[src/rtl/cmd_exec_if.sv]
// ---------------------------------------------------------------------------
// cmd_exec_if
// Bundle between the command-memory writer (master) and the execution stage
// cmd_exec_sync (slave).
//
// Handshake: DATA_WR is a one-cycle strobe with no back-pressure.
// All command fields are valid in the strobe cycle only. The slave
// acknowledges consumption of a command by holding REQ_COMM high for
// REQ_LEN cycles. The writer then deletes the executed command and may
// strobe the next one.
//
// Signals:
//   TIME                  system time, one LSB per CLK (master -> slave)
//   DATA_WR + fields      command strobe and command word (master -> slave)
//   ABORT                 abort request, only with CMD_ABORT_EN defined
//   REQ_COMM              next-command request (slave -> master)
//   IMP_OUT, BLANK        transmit/receive gates (slave -> master)
//   NCO_FREQ, NCO_LOAD    synthesiser loader (slave -> master)
//   BUSY, CMD_LATE        status (slave -> master)
// ---------------------------------------------------------------------------
interface cmd_exec_if;
    logic [63:0] TIME;
    logic        DATA_WR;
    logic [47:0] FREQ;
    logic [47:0] FREQ_STEP;
    logic [31:0] FREQ_RATE;
    logic [63:0] TIME_START;
    logic [15:0] N_impulse;
    logic [1:0]  TYPE_impulse;
    logic [31:0] Interval_Ti;
    logic [31:0] Interval_Tp;
    logic [31:0] Tblank1;
    logic [31:0] Tblank2;
`ifdef CMD_ABORT_EN
    logic        ABORT;
`endif
    logic        REQ_COMM;
    logic        IMP_OUT;
    logic        BLANK;
    logic [47:0] NCO_FREQ;
    logic        NCO_LOAD;
    logic        BUSY;
    logic        CMD_LATE;

    modport master (
        output TIME, DATA_WR, FREQ, FREQ_STEP, FREQ_RATE, TIME_START,
               N_impulse, TYPE_impulse, Interval_Ti, Interval_Tp,
               Tblank1, Tblank2,
`ifdef CMD_ABORT_EN
               ABORT,
`endif
        input  REQ_COMM, IMP_OUT, BLANK, NCO_FREQ, NCO_LOAD, BUSY, CMD_LATE
    );

    modport slave (
        input  TIME, DATA_WR, FREQ, FREQ_STEP, FREQ_RATE, TIME_START,
               N_impulse, TYPE_impulse, Interval_Ti, Interval_Tp,
               Tblank1, Tblank2,
`ifdef CMD_ABORT_EN
               ABORT,
`endif
        output REQ_COMM, IMP_OUT, BLANK, NCO_FREQ, NCO_LOAD, BUSY, CMD_LATE
    );
endinterface

[src/rtl/cmd_exec_sync.sv]
// ---------------------------------------------------------------------------
// cmd_exec_sync
// Execution stage for the command-memory writer. A command is captured on
// DATA_WR into a one-deep pending slot and moved to the active registers
// when the stage is idle. The stage waits for TIME to reach TIME_START and
// then plays out:
//   * the leading blank,
//   * N impulses (pulse + gap) with the per-impulse frequency law,
//   * the trailing blank,
//   * a REQ_COMM pulse.
//
// Parameters:
//   REQ_LEN  REQ_COMM high time in cycles (>= 3)
//   CNT_W    width of the interval/blank down-counter
//
// Ports:
//   CLK          clock
//   rst          synchronous active-high reset
//   bus          cmd_exec_if.slave (command in, gates/NCO/status out)
//   dbg_state_o  current FSM state encoding
//
// Optional feature: define CMD_ABORT_EN to add bus.ABORT. ABORT in any
// state other than IDLE/REQ jumps to REQ; a pending command is kept.
// ---------------------------------------------------------------------------
module cmd_exec_sync #(
    parameter int unsigned REQ_LEN = 4,
    parameter int unsigned CNT_W   = 32
) (
    input  logic           CLK,
    input  logic           rst,
    cmd_exec_if.slave      bus,
    output logic [2:0]     dbg_state_o
);

    typedef enum logic [2:0] {
        S_IDLE   = 3'd0,
        S_ARMED  = 3'd1,
        S_BLANK1 = 3'd2,
        S_PULSE  = 3'd3,
        S_GAP    = 3'd4,
        S_BLANK2 = 3'd5,
        S_REQ    = 3'd6
    } state_t;

    typedef struct packed {
        logic [47:0] freq;
        logic [47:0] step;
        logic [31:0] rate;
        logic [63:0] tstart;
        logic [15:0] n;
        logic [1:0]  typ;
        logic [31:0] ti;
        logic [31:0] tp;
        logic [31:0] tb1;
        logic [31:0] tb2;
    } cmd_t;

    state_t             state_q, state_d;
    logic [CNT_W-1:0]   cnt_q, cnt_d;
    logic [15:0]        imp_cnt_q, imp_cnt_d;
    logic [31:0]        rate_cnt_q, rate_cnt_d;
    cmd_t               act_q, act_d;
    cmd_t               pend_q, pend_d;
    logic               pend_full_q, pend_full_d;
    logic               first_q, first_d;
    logic [47:0]        nco_freq_q, nco_freq_d;
    logic               nco_load_q, nco_load_d;
    logic               late_q, late_d;

    cmd_t               bus_cmd;
    logic [31:0]        tw;
    logic [31:0]        gap;
    state_t             b2_st, pl_st, b1_st;
    logic [CNT_W-1:0]   b2_cnt, pl_cnt, b1_cnt;
    logic               start_imp;
    logic               chirp_up, chirp_dn;

    assign bus_cmd.freq   = bus.FREQ;
    assign bus_cmd.step   = bus.FREQ_STEP;
    assign bus_cmd.rate   = bus.FREQ_RATE;
    assign bus_cmd.tstart = bus.TIME_START;
    assign bus_cmd.n      = bus.N_impulse;
    assign bus_cmd.typ    = bus.TYPE_impulse;
    assign bus_cmd.ti     = bus.Interval_Ti;
    assign bus_cmd.tp     = bus.Interval_Tp;
    assign bus_cmd.tb1    = bus.Tblank1;
    assign bus_cmd.tb2    = bus.Tblank2;

    // Effective pulse width is at least one cycle.
    // Gap fills the rest of the period, or is zero for back-to-back pulses.
    assign tw  = (act_q.ti == 32'd0) ? 32'd1 : act_q.ti;
    assign gap = (act_q.tp > tw) ? (act_q.tp - tw) : 32'd0;

    // Entry points of each phase with zero-length phases folded away:
    // b1 -> pulses -> b2 -> REQ.
    assign b2_st  = (act_q.tb2 != 32'd0) ? S_BLANK2 : S_REQ;
    assign b2_cnt = (act_q.tb2 != 32'd0) ? CNT_W'(act_q.tb2) : CNT_W'(REQ_LEN);
    assign pl_st  = (act_q.n == 16'd0) ? b2_st : S_PULSE;
    assign pl_cnt = (act_q.n == 16'd0) ? b2_cnt : CNT_W'(tw);
    assign b1_st  = (act_q.tb1 != 32'd0) ? S_BLANK1 : pl_st;
    assign b1_cnt = (act_q.tb1 != 32'd0) ? CNT_W'(act_q.tb1) : pl_cnt;

    assign chirp_up = (act_q.typ == 2'b01);
    assign chirp_dn = (act_q.typ == 2'b10);

    always_comb begin
        state_d     = state_q;
        cnt_d       = cnt_q;
        imp_cnt_d   = imp_cnt_q;
        rate_cnt_d  = rate_cnt_q;
        act_d       = act_q;
        pend_d      = pend_q;
        pend_full_d = pend_full_q;
        first_d     = 1'b0;
        nco_freq_d  = nco_freq_q;
        nco_load_d  = 1'b0;
        late_d      = 1'b0;
        start_imp   = 1'b0;

        case (state_q)
            S_IDLE: begin
                if (pend_full_q) begin
                    act_d       = pend_q;
                    pend_full_d = 1'b0;
                    first_d     = 1'b1;
                    state_d     = S_ARMED;
                end
            end
            S_ARMED: begin
                imp_cnt_d = 16'd0;
                if (bus.DATA_WR) begin
                    // A newer command replaces the armed one and restarts the search.
                    act_d   = bus_cmd;
                    first_d = 1'b1;
                end else if (first_q && (act_q.tstart < bus.TIME)) begin
                    late_d  = 1'b1;
                    state_d = S_REQ;
                    cnt_d   = CNT_W'(REQ_LEN);
                end else if (bus.TIME >= act_q.tstart) begin
                    state_d = b1_st;
                    cnt_d   = b1_cnt;
                end
            end
            S_BLANK1: begin
                if (cnt_q == CNT_W'(1)) begin
                    state_d = pl_st;
                    cnt_d   = pl_cnt;
                end else begin
                    cnt_d = cnt_q - CNT_W'(1);
                end
            end
            S_PULSE: begin
                if (cnt_q == CNT_W'(1)) begin
                    imp_cnt_d = imp_cnt_q + 16'd1;
                    if (gap != 32'd0) begin
                        state_d = S_GAP;
                        cnt_d   = CNT_W'(gap);
                    end else if ((imp_cnt_q + 16'd1) == act_q.n) begin
                        state_d = b2_st;
                        cnt_d   = b2_cnt;
                    end else begin
                        state_d = S_PULSE;
                        cnt_d   = CNT_W'(tw);
                    end
                end else begin
                    cnt_d = cnt_q - CNT_W'(1);
                end
            end
            S_GAP: begin
                if (cnt_q == CNT_W'(1)) begin
                    if (imp_cnt_q == act_q.n) begin
                        state_d = b2_st;
                        cnt_d   = b2_cnt;
                    end else begin
                        state_d = S_PULSE;
                        cnt_d   = CNT_W'(tw);
                    end
                end else begin
                    cnt_d = cnt_q - CNT_W'(1);
                end
            end
            S_BLANK2: begin
                if (cnt_q == CNT_W'(1)) begin
                    state_d = S_REQ;
                    cnt_d   = CNT_W'(REQ_LEN);
                end else begin
                    cnt_d = cnt_q - CNT_W'(1);
                end
            end
            S_REQ: begin
                if (cnt_q == CNT_W'(1)) begin
                    state_d = S_IDLE;
                end else begin
                    cnt_d = cnt_q - CNT_W'(1);
                end
            end
            default: begin
                state_d = S_IDLE;
            end
        endcase

        // Strobes outside ARMED always land in the pending slot.
        // This also covers IDLE, where the slot was just emptied above.
        if (bus.DATA_WR && (state_q != S_ARMED)) begin
            pend_d      = bus_cmd;
            pend_full_d = 1'b1;
        end

`ifdef CMD_ABORT_EN
        if (bus.ABORT && (state_q != S_IDLE) && (state_q != S_REQ)) begin
            state_d = S_REQ;
            cnt_d   = CNT_W'(REQ_LEN);
            late_d  = 1'b0;
            act_d   = act_q;
            if (bus.DATA_WR && (state_q == S_ARMED)) begin
                pend_d      = bus_cmd;
                pend_full_d = 1'b1;
            end
        end
`endif

        // A new impulse starts on any entry into PULSE except the
        // continuation of a pulse that still has cycles left.
        start_imp = (state_d == S_PULSE) &&
                    !((state_q == S_PULSE) && (cnt_q != CNT_W'(1)));

        if (start_imp) begin
            nco_freq_d = act_q.freq;
            nco_load_d = 1'b1;
            rate_cnt_d = 32'd1;
        end else if ((state_q == S_PULSE) && (state_d == S_PULSE)) begin
            // rate_cnt counts the cycles the current word has been shown.
            if ((act_q.rate != 32'd0) && (rate_cnt_q == act_q.rate)) begin
                rate_cnt_d = 32'd1;
                if (chirp_up) begin
                    nco_freq_d = nco_freq_q + act_q.step;
                    nco_load_d = 1'b1;
                end else if (chirp_dn) begin
                    nco_freq_d = nco_freq_q - act_q.step;
                    nco_load_d = 1'b1;
                end
            end else begin
                rate_cnt_d = rate_cnt_q + 32'd1;
            end
        end
    end

    always_ff @(posedge CLK) begin
        if (rst) begin
            state_q     <= S_IDLE;
            cnt_q       <= '0;
            imp_cnt_q   <= '0;
            rate_cnt_q  <= '0;
            act_q       <= '0;
            pend_q      <= '0;
            pend_full_q <= 1'b0;
            first_q     <= 1'b0;
            nco_freq_q  <= '0;
            nco_load_q  <= 1'b0;
            late_q      <= 1'b0;
        end else begin
            state_q     <= state_d;
            cnt_q       <= cnt_d;
            imp_cnt_q   <= imp_cnt_d;
            rate_cnt_q  <= rate_cnt_d;
            act_q       <= act_d;
            pend_q      <= pend_d;
            pend_full_q <= pend_full_d;
            first_q     <= first_d;
            nco_freq_q  <= nco_freq_d;
            nco_load_q  <= nco_load_d;
            late_q      <= late_d;
        end
    end

    assign bus.REQ_COMM = (state_q == S_REQ);
    assign bus.IMP_OUT  = (state_q == S_PULSE);
    assign bus.BLANK    = (state_q == S_BLANK1) || (state_q == S_BLANK2);
    assign bus.BUSY     = (state_q != S_IDLE);
    assign bus.NCO_FREQ = nco_freq_q;
    assign bus.NCO_LOAD = nco_load_q;
    assign bus.CMD_LATE = late_q;
    assign dbg_state_o  = state_q;

endmodule
[src/flat_wrapper.sv]
// flat-port wrapper written by rule: the top's interface ports become plain ports
module cmd_exec_sync_flat 
#(
    parameter int unsigned REQ_LEN = 4,
    parameter int unsigned CNT_W   = 32
)
  (CLK, rst, dbg_state_o, bus_TIME, bus_DATA_WR, bus_FREQ, bus_FREQ_STEP, bus_FREQ_RATE, bus_TIME_START, bus_N_impulse, bus_TYPE_impulse, bus_Interval_Ti, bus_Interval_Tp, bus_Tblank1, bus_Tblank2, bus_REQ_COMM, bus_IMP_OUT, bus_BLANK, bus_NCO_FREQ, bus_NCO_LOAD, bus_BUSY, bus_CMD_LATE);
  cmd_exec_if bus_i ();
  input  logic CLK;
  input  logic rst;
  output logic [2:0] dbg_state_o;
  input wire logic [$bits(bus_i.TIME)-1:0] bus_TIME;
  input wire logic [$bits(bus_i.DATA_WR)-1:0] bus_DATA_WR;
  input wire logic [$bits(bus_i.FREQ)-1:0] bus_FREQ;
  input wire logic [$bits(bus_i.FREQ_STEP)-1:0] bus_FREQ_STEP;
  input wire logic [$bits(bus_i.FREQ_RATE)-1:0] bus_FREQ_RATE;
  input wire logic [$bits(bus_i.TIME_START)-1:0] bus_TIME_START;
  input wire logic [$bits(bus_i.N_impulse)-1:0] bus_N_impulse;
  input wire logic [$bits(bus_i.TYPE_impulse)-1:0] bus_TYPE_impulse;
  input wire logic [$bits(bus_i.Interval_Ti)-1:0] bus_Interval_Ti;
  input wire logic [$bits(bus_i.Interval_Tp)-1:0] bus_Interval_Tp;
  input wire logic [$bits(bus_i.Tblank1)-1:0] bus_Tblank1;
  input wire logic [$bits(bus_i.Tblank2)-1:0] bus_Tblank2;
  output wire logic [$bits(bus_i.REQ_COMM)-1:0] bus_REQ_COMM;
  output wire logic [$bits(bus_i.IMP_OUT)-1:0] bus_IMP_OUT;
  output wire logic [$bits(bus_i.BLANK)-1:0] bus_BLANK;
  output wire logic [$bits(bus_i.NCO_FREQ)-1:0] bus_NCO_FREQ;
  output wire logic [$bits(bus_i.NCO_LOAD)-1:0] bus_NCO_LOAD;
  output wire logic [$bits(bus_i.BUSY)-1:0] bus_BUSY;
  output wire logic [$bits(bus_i.CMD_LATE)-1:0] bus_CMD_LATE;
  assign bus_i.TIME = bus_TIME;
  assign bus_i.DATA_WR = bus_DATA_WR;
  assign bus_i.FREQ = bus_FREQ;
  assign bus_i.FREQ_STEP = bus_FREQ_STEP;
  assign bus_i.FREQ_RATE = bus_FREQ_RATE;
  assign bus_i.TIME_START = bus_TIME_START;
  assign bus_i.N_impulse = bus_N_impulse;
  assign bus_i.TYPE_impulse = bus_TYPE_impulse;
  assign bus_i.Interval_Ti = bus_Interval_Ti;
  assign bus_i.Interval_Tp = bus_Interval_Tp;
  assign bus_i.Tblank1 = bus_Tblank1;
  assign bus_i.Tblank2 = bus_Tblank2;
  assign bus_REQ_COMM = bus_i.REQ_COMM;
  assign bus_IMP_OUT = bus_i.IMP_OUT;
  assign bus_BLANK = bus_i.BLANK;
  assign bus_NCO_FREQ = bus_i.NCO_FREQ;
  assign bus_NCO_LOAD = bus_i.NCO_LOAD;
  assign bus_BUSY = bus_i.BUSY;
  assign bus_CMD_LATE = bus_i.CMD_LATE;
  cmd_exec_sync #(.REQ_LEN(REQ_LEN), .CNT_W(CNT_W)) u_core (.CLK(CLK), .rst(rst), .bus(bus_i), .dbg_state_o(dbg_state_o));
endmodule
[config.mk]
export PLATFORM = sky130hd
export DESIGN_NAME = cmd_exec_sync_flat
export DESIGN_NICKNAME = d
export VERILOG_FILES = /design/src/rtl/cmd_exec_if.sv /design/src/rtl/cmd_exec_sync.sv /design/src/flat_wrapper.sv
export SDC_FILE = /design/constraint.sdc
export NUM_CORES = 2
export LEC_CHECK = 0
export ABC_AREA = 1
export BUFFER_PORTS_ARGS = -buffer_cell sky130_fd_sc_hd__buf_2
export CORE_MARGIN = 2
export CORE_UTILIZATION = 45
export CTS_BUF_LIST = sky130_fd_sc_hd__clkbuf_8
export CTS_CLUSTER_SIZE = 16
export DETAILED_ROUTE_END_ITERATION = 10
export GPL_TIMING_DRIVEN = 0
export SYNTH_ARGS = -nofsm -noshare
export SYNTH_HDL_FRONTEND = slang
export SYNTH_SLANG_ARGS = --single-unit
export TNS_END_PERCENT = 10
[constraint.sdc]
create_clock -name CLK -period 10.59 [get_ports CLK]
set_clock_uncertainty 0.05 [all_clocks]
set_input_delay 0.5295 -clock CLK [delete_from_list [all_inputs] [get_ports CLK]]
set_output_delay 0.5295 -clock CLK [all_outputs]
set_load 0.01 [all_outputs]
==> flow_metrics.tcl <==
set metrics [dict create \
    outcome "completed" \
    cts_max_level 4 \
    die_x_um 323.4 \
    cts_root_buf "clkbuf_8" \
    clkSinkCount 811 \
    fp-row-count 117 \
    ctsResizeCount 0 \
    tritoncts "built" \
    p_leak_uw 0.02480 \
    place_area_um2 49930 \
    detailroute.via_count 52220 \
    max_cap_violations 0 \
    antenna_found_initial 31 \
    nNetsFinal 8497 \
    p_clk_frac 0.277 \
    period_minus_slack_ps 5867 \
    die_y_um 323.4 \
    synth_flop_cell "dfxtp_1" \
    setup_viol_count_final 0 \
    synth-edff-count 0 \
    first_global_vias 48710 \
    synth.most_common_cell "nand2_1" \
    fmax_ghz 0.1704 \
    fillers 10410 \
    required_ps 11270 \
    clk_latency_ps 880 \
    irDropWorstVdd_mv 0.1213 \
    grt_start_max_net_pins 17 \
    via_per_inst 5.536 \
    fin_crit_sh 0.5540 \
    power_density_nw_per_um2 193.0 \
    num_io_pins 462 \
    drc_errors 0 \
    synthArstFlopShare 0 \
    synth_warnings 0 \
    synth_cell_types 60 \
    cp-start-kind "flip-flop" \
    power_switching_uw 4561 \
    syn_nets 7550 \
    fp.coreArea_um2 101400 \
    fin_setup_tns_ps 0 \
    grtUsageTotal 0.3665 \
    placed_cells 8821 \
    combPwrFrac 0.373 \
    dr.first_iter.drc_count 5390 \
    overflow 0 \
    max_slew.worst_pin.slew_ps 1445 \
    ys_seq_area_frac 0.3536 \
    portBuffers 460 \
    final_cells 9434 \
    hold_class "in -> reg" \
    synthCells 6993 \
    slew-limit-headroom 0.03667 \
    gp_congestion 1.043 \
    p_int_uw 6301 \
    r2r_cells 25 \
    avgSynthCellArea_um2 6.566 \
    worst-path-max-fanout 5 \
    p_sw_frac 0.4199 \
    drive_gt1_frac 0.09523 \
    criticalPathCategory "reg -> reg" \
    synth-seq-cells 811 \
    final-hold-violation-count 0 \
    fin_area_um2 56280 \
    cts_buffers 146 \
    start_util 0.4526 \
    yosys-top-cells-count "nand2_1 (1567), nor2_1 (1076), o21ai_0 (876)" \
    crit_arrival_ps 6550 \
    end_kind "flip-flop" \
    totalWireLength_mm 197.2 \
    area_delta_synth_final_pct 22.58 \
    wire_per_inst_um 20.90 \
    yosys-top-cells-area "dfxtp_1 (35%), nand2_1 (13%), o21ai_0 (9.5%)" \
    yosysTopAreaCell "dfxtp_1" \
    hpwl_mm 153.3 \
    yosysTopAreaCellShare 0.3536 \
    fp.dieArea_um2 104600 \
    firstDrtPassIters 6 \
    maxSlewViolCount 0 \
    cts.clk_slew.worst_paths_ps 60 \
    grt_pass1_wl_mm 291.9 \
    holdPathStages 4 \
    sequentialPowerShare 0.350 \
    ant_nets 0 \
    post-route-util 0.5548 \
    ctsLongestPathBuffers 3 \
    rsz0062_at_grt "no" \
    syn_area_um2 45920 \
]
## cell usage in the layout, fill, tap and decap left out, drive strengths merged, types with 3 or more instances in the layout
cell	count
and3	3
and2	7
nor4	72
or2	18
nand3b	36
o22ai	5
nand2	1582
dlygate4sd3	339
nor3	81
a21oi	309
nor3b	4
clkbuf	563
clkinv	14
a21o	3
a2111oi	3
o221ai	4
bufinv	4
o21a	8
inv	607
nand4	102
dfxtp	811
nor2	1090
o31ai	7
diode	22
xor2	112
nand3	198
o211ai	12
o21bai	8
o21ai	883
buf	488
a31oi	382
ha	150
a21boi	4
xnor2	93
a211oi	11
o2111ai	18
## critical path, cell delays in order (launching register included)
cell     delay, ps
dfxtp_1        430
nor3_1         300
nor3b_1        280
nand3_1        180
nor2_1         170
nand2_1        100
nor3_1         380
nand3_1        330
nor3_1         450
inv_1          100
o21ai_0        330
xnor2_1        220
ha_1           450
nand2_1        120
nor2_1         180
inv_1          130
nor2_1         170
nand3_1         80
o21ai_0        640
a21oi_1        270
inv_1          110
nand2_1         50
nand2_1         60
nand2_1         50
nand3_1         60
a21oi_1         60
## final timing paths
kind / from / to / slack [ps]
worst max-delay path: u_core.act_q[242]$_SDFFE_PP0P_ / u_core.bus.NCO_FREQ[47]$_SDFFE_PP0P_ / 4720
worst min-delay path: bus_Interval_Ti[17] / u_core.pend_q[113]$_SDFFE_PP0P_ / 380
worst max register to register: u_core.act_q[242]$_SDFFE_PP0P_ / u_core.bus.NCO_FREQ[47]$_SDFFE_PP0P_ / 4720
worst min register to register: u_core.pend_q[297]$_SDFFE_PP0P_ / u_core.act_q[297]$_SDFFE_PP0P_ / 400
## metrics by stage
stage	power (µW)	hold WS (ps)	setup WS [ps]
finish	10860	381.8	4723
global route	11490	367.1	4125
CTS	10780	326.7	4953
detailed placement	7674	411.4	4939
global placement	7653	399.3	4880
floorplan	6338	391.3	6596
## cell type report
cell class / instances / area (µm²) / area share
plain buffers: 423 / 1662 / 0.02952
multi-input cells: 5217 / 25980 / 0.4617
repair buffers: 799 / 5695 / 0.1012
inverters: 542 / 2039 / 0.03624
diodes: 22 / 55.05 / 0.0009782
flip-flops and latches: 811 / 16240 / 0.2885
well taps: 1368 / 1712 / 0.03041
clock inverters: 84 / 586.8 / 0.01043
clock buffers: 168 / 2312 / 0.04108
## state kept, by name (all words and copies together) (netlist names)
| signal | count |
|---|---|
| u_core.act_q | 338 |
| u_core.bus.CMD_LATE | 1 |
| u_core.bus.NCO_FREQ | 48 |
| u_core.bus.NCO_LOAD | 1 |
| u_core.cnt_q | 32 |
| u_core.dbg_state_o | 3 |
| u_core.first_q | 1 |
| u_core.imp_cnt_q | 16 |
| u_core.pend_full_q | 1 |
| u_core.pend_q | 338 |
| u_core.rate_cnt_q | 32 |
## power by group through the flow
stage	logic, µW	clock network, µW	registers, µW
after floorplan	2670	0	3670
after global placement	3820	0	3830
after detailed placement	3840	0	3840
after CTS	3970	3040	3770
after global routing	4490	3180	3820
final	4050	3010	3800
## timing repair
action / in CTS / in global routing
hold buffers: 339 / 0
hold endpoints to repair: 677 / 0
buffers inserted: 0 / 0
endpoints found under the setup margin: 0 / 0
## logic make-up (layout without fill, tap and decap cells)
| logic type | count (synthesis) | after routing | share of synthesized area |
|---|---|---|---|
| AND/OR/NAND/NOR | 3196 | 3196 | 0.2871 |
| adder cells (fa/ha/maj) | 152 | 152 | 0.04175 |
| XOR/XNOR | 205 | 205 | 0.03910 |
| other | 0 | 22 | 0 |
| buffers and inverters | 965 | 2016 | 0.08061 |
| AO/OA/AOI/OAI | 1664 | 1664 | 0.1979 |
| flip-flops | 811 | 811 | 0.3536 |
## metal layers
metal / track usage / up-vias / wire length [µm]
li1: - / 25230 / -
met1: 0.4934 / 24310 / 86410
met5: 0 / - / 203
met2: 0.5543 / 2184 / 84220
met3: 0.08390 / 472 / 17050
met4: 0.1704 / 28 / 9324
(Power assumes the default switching activity.)
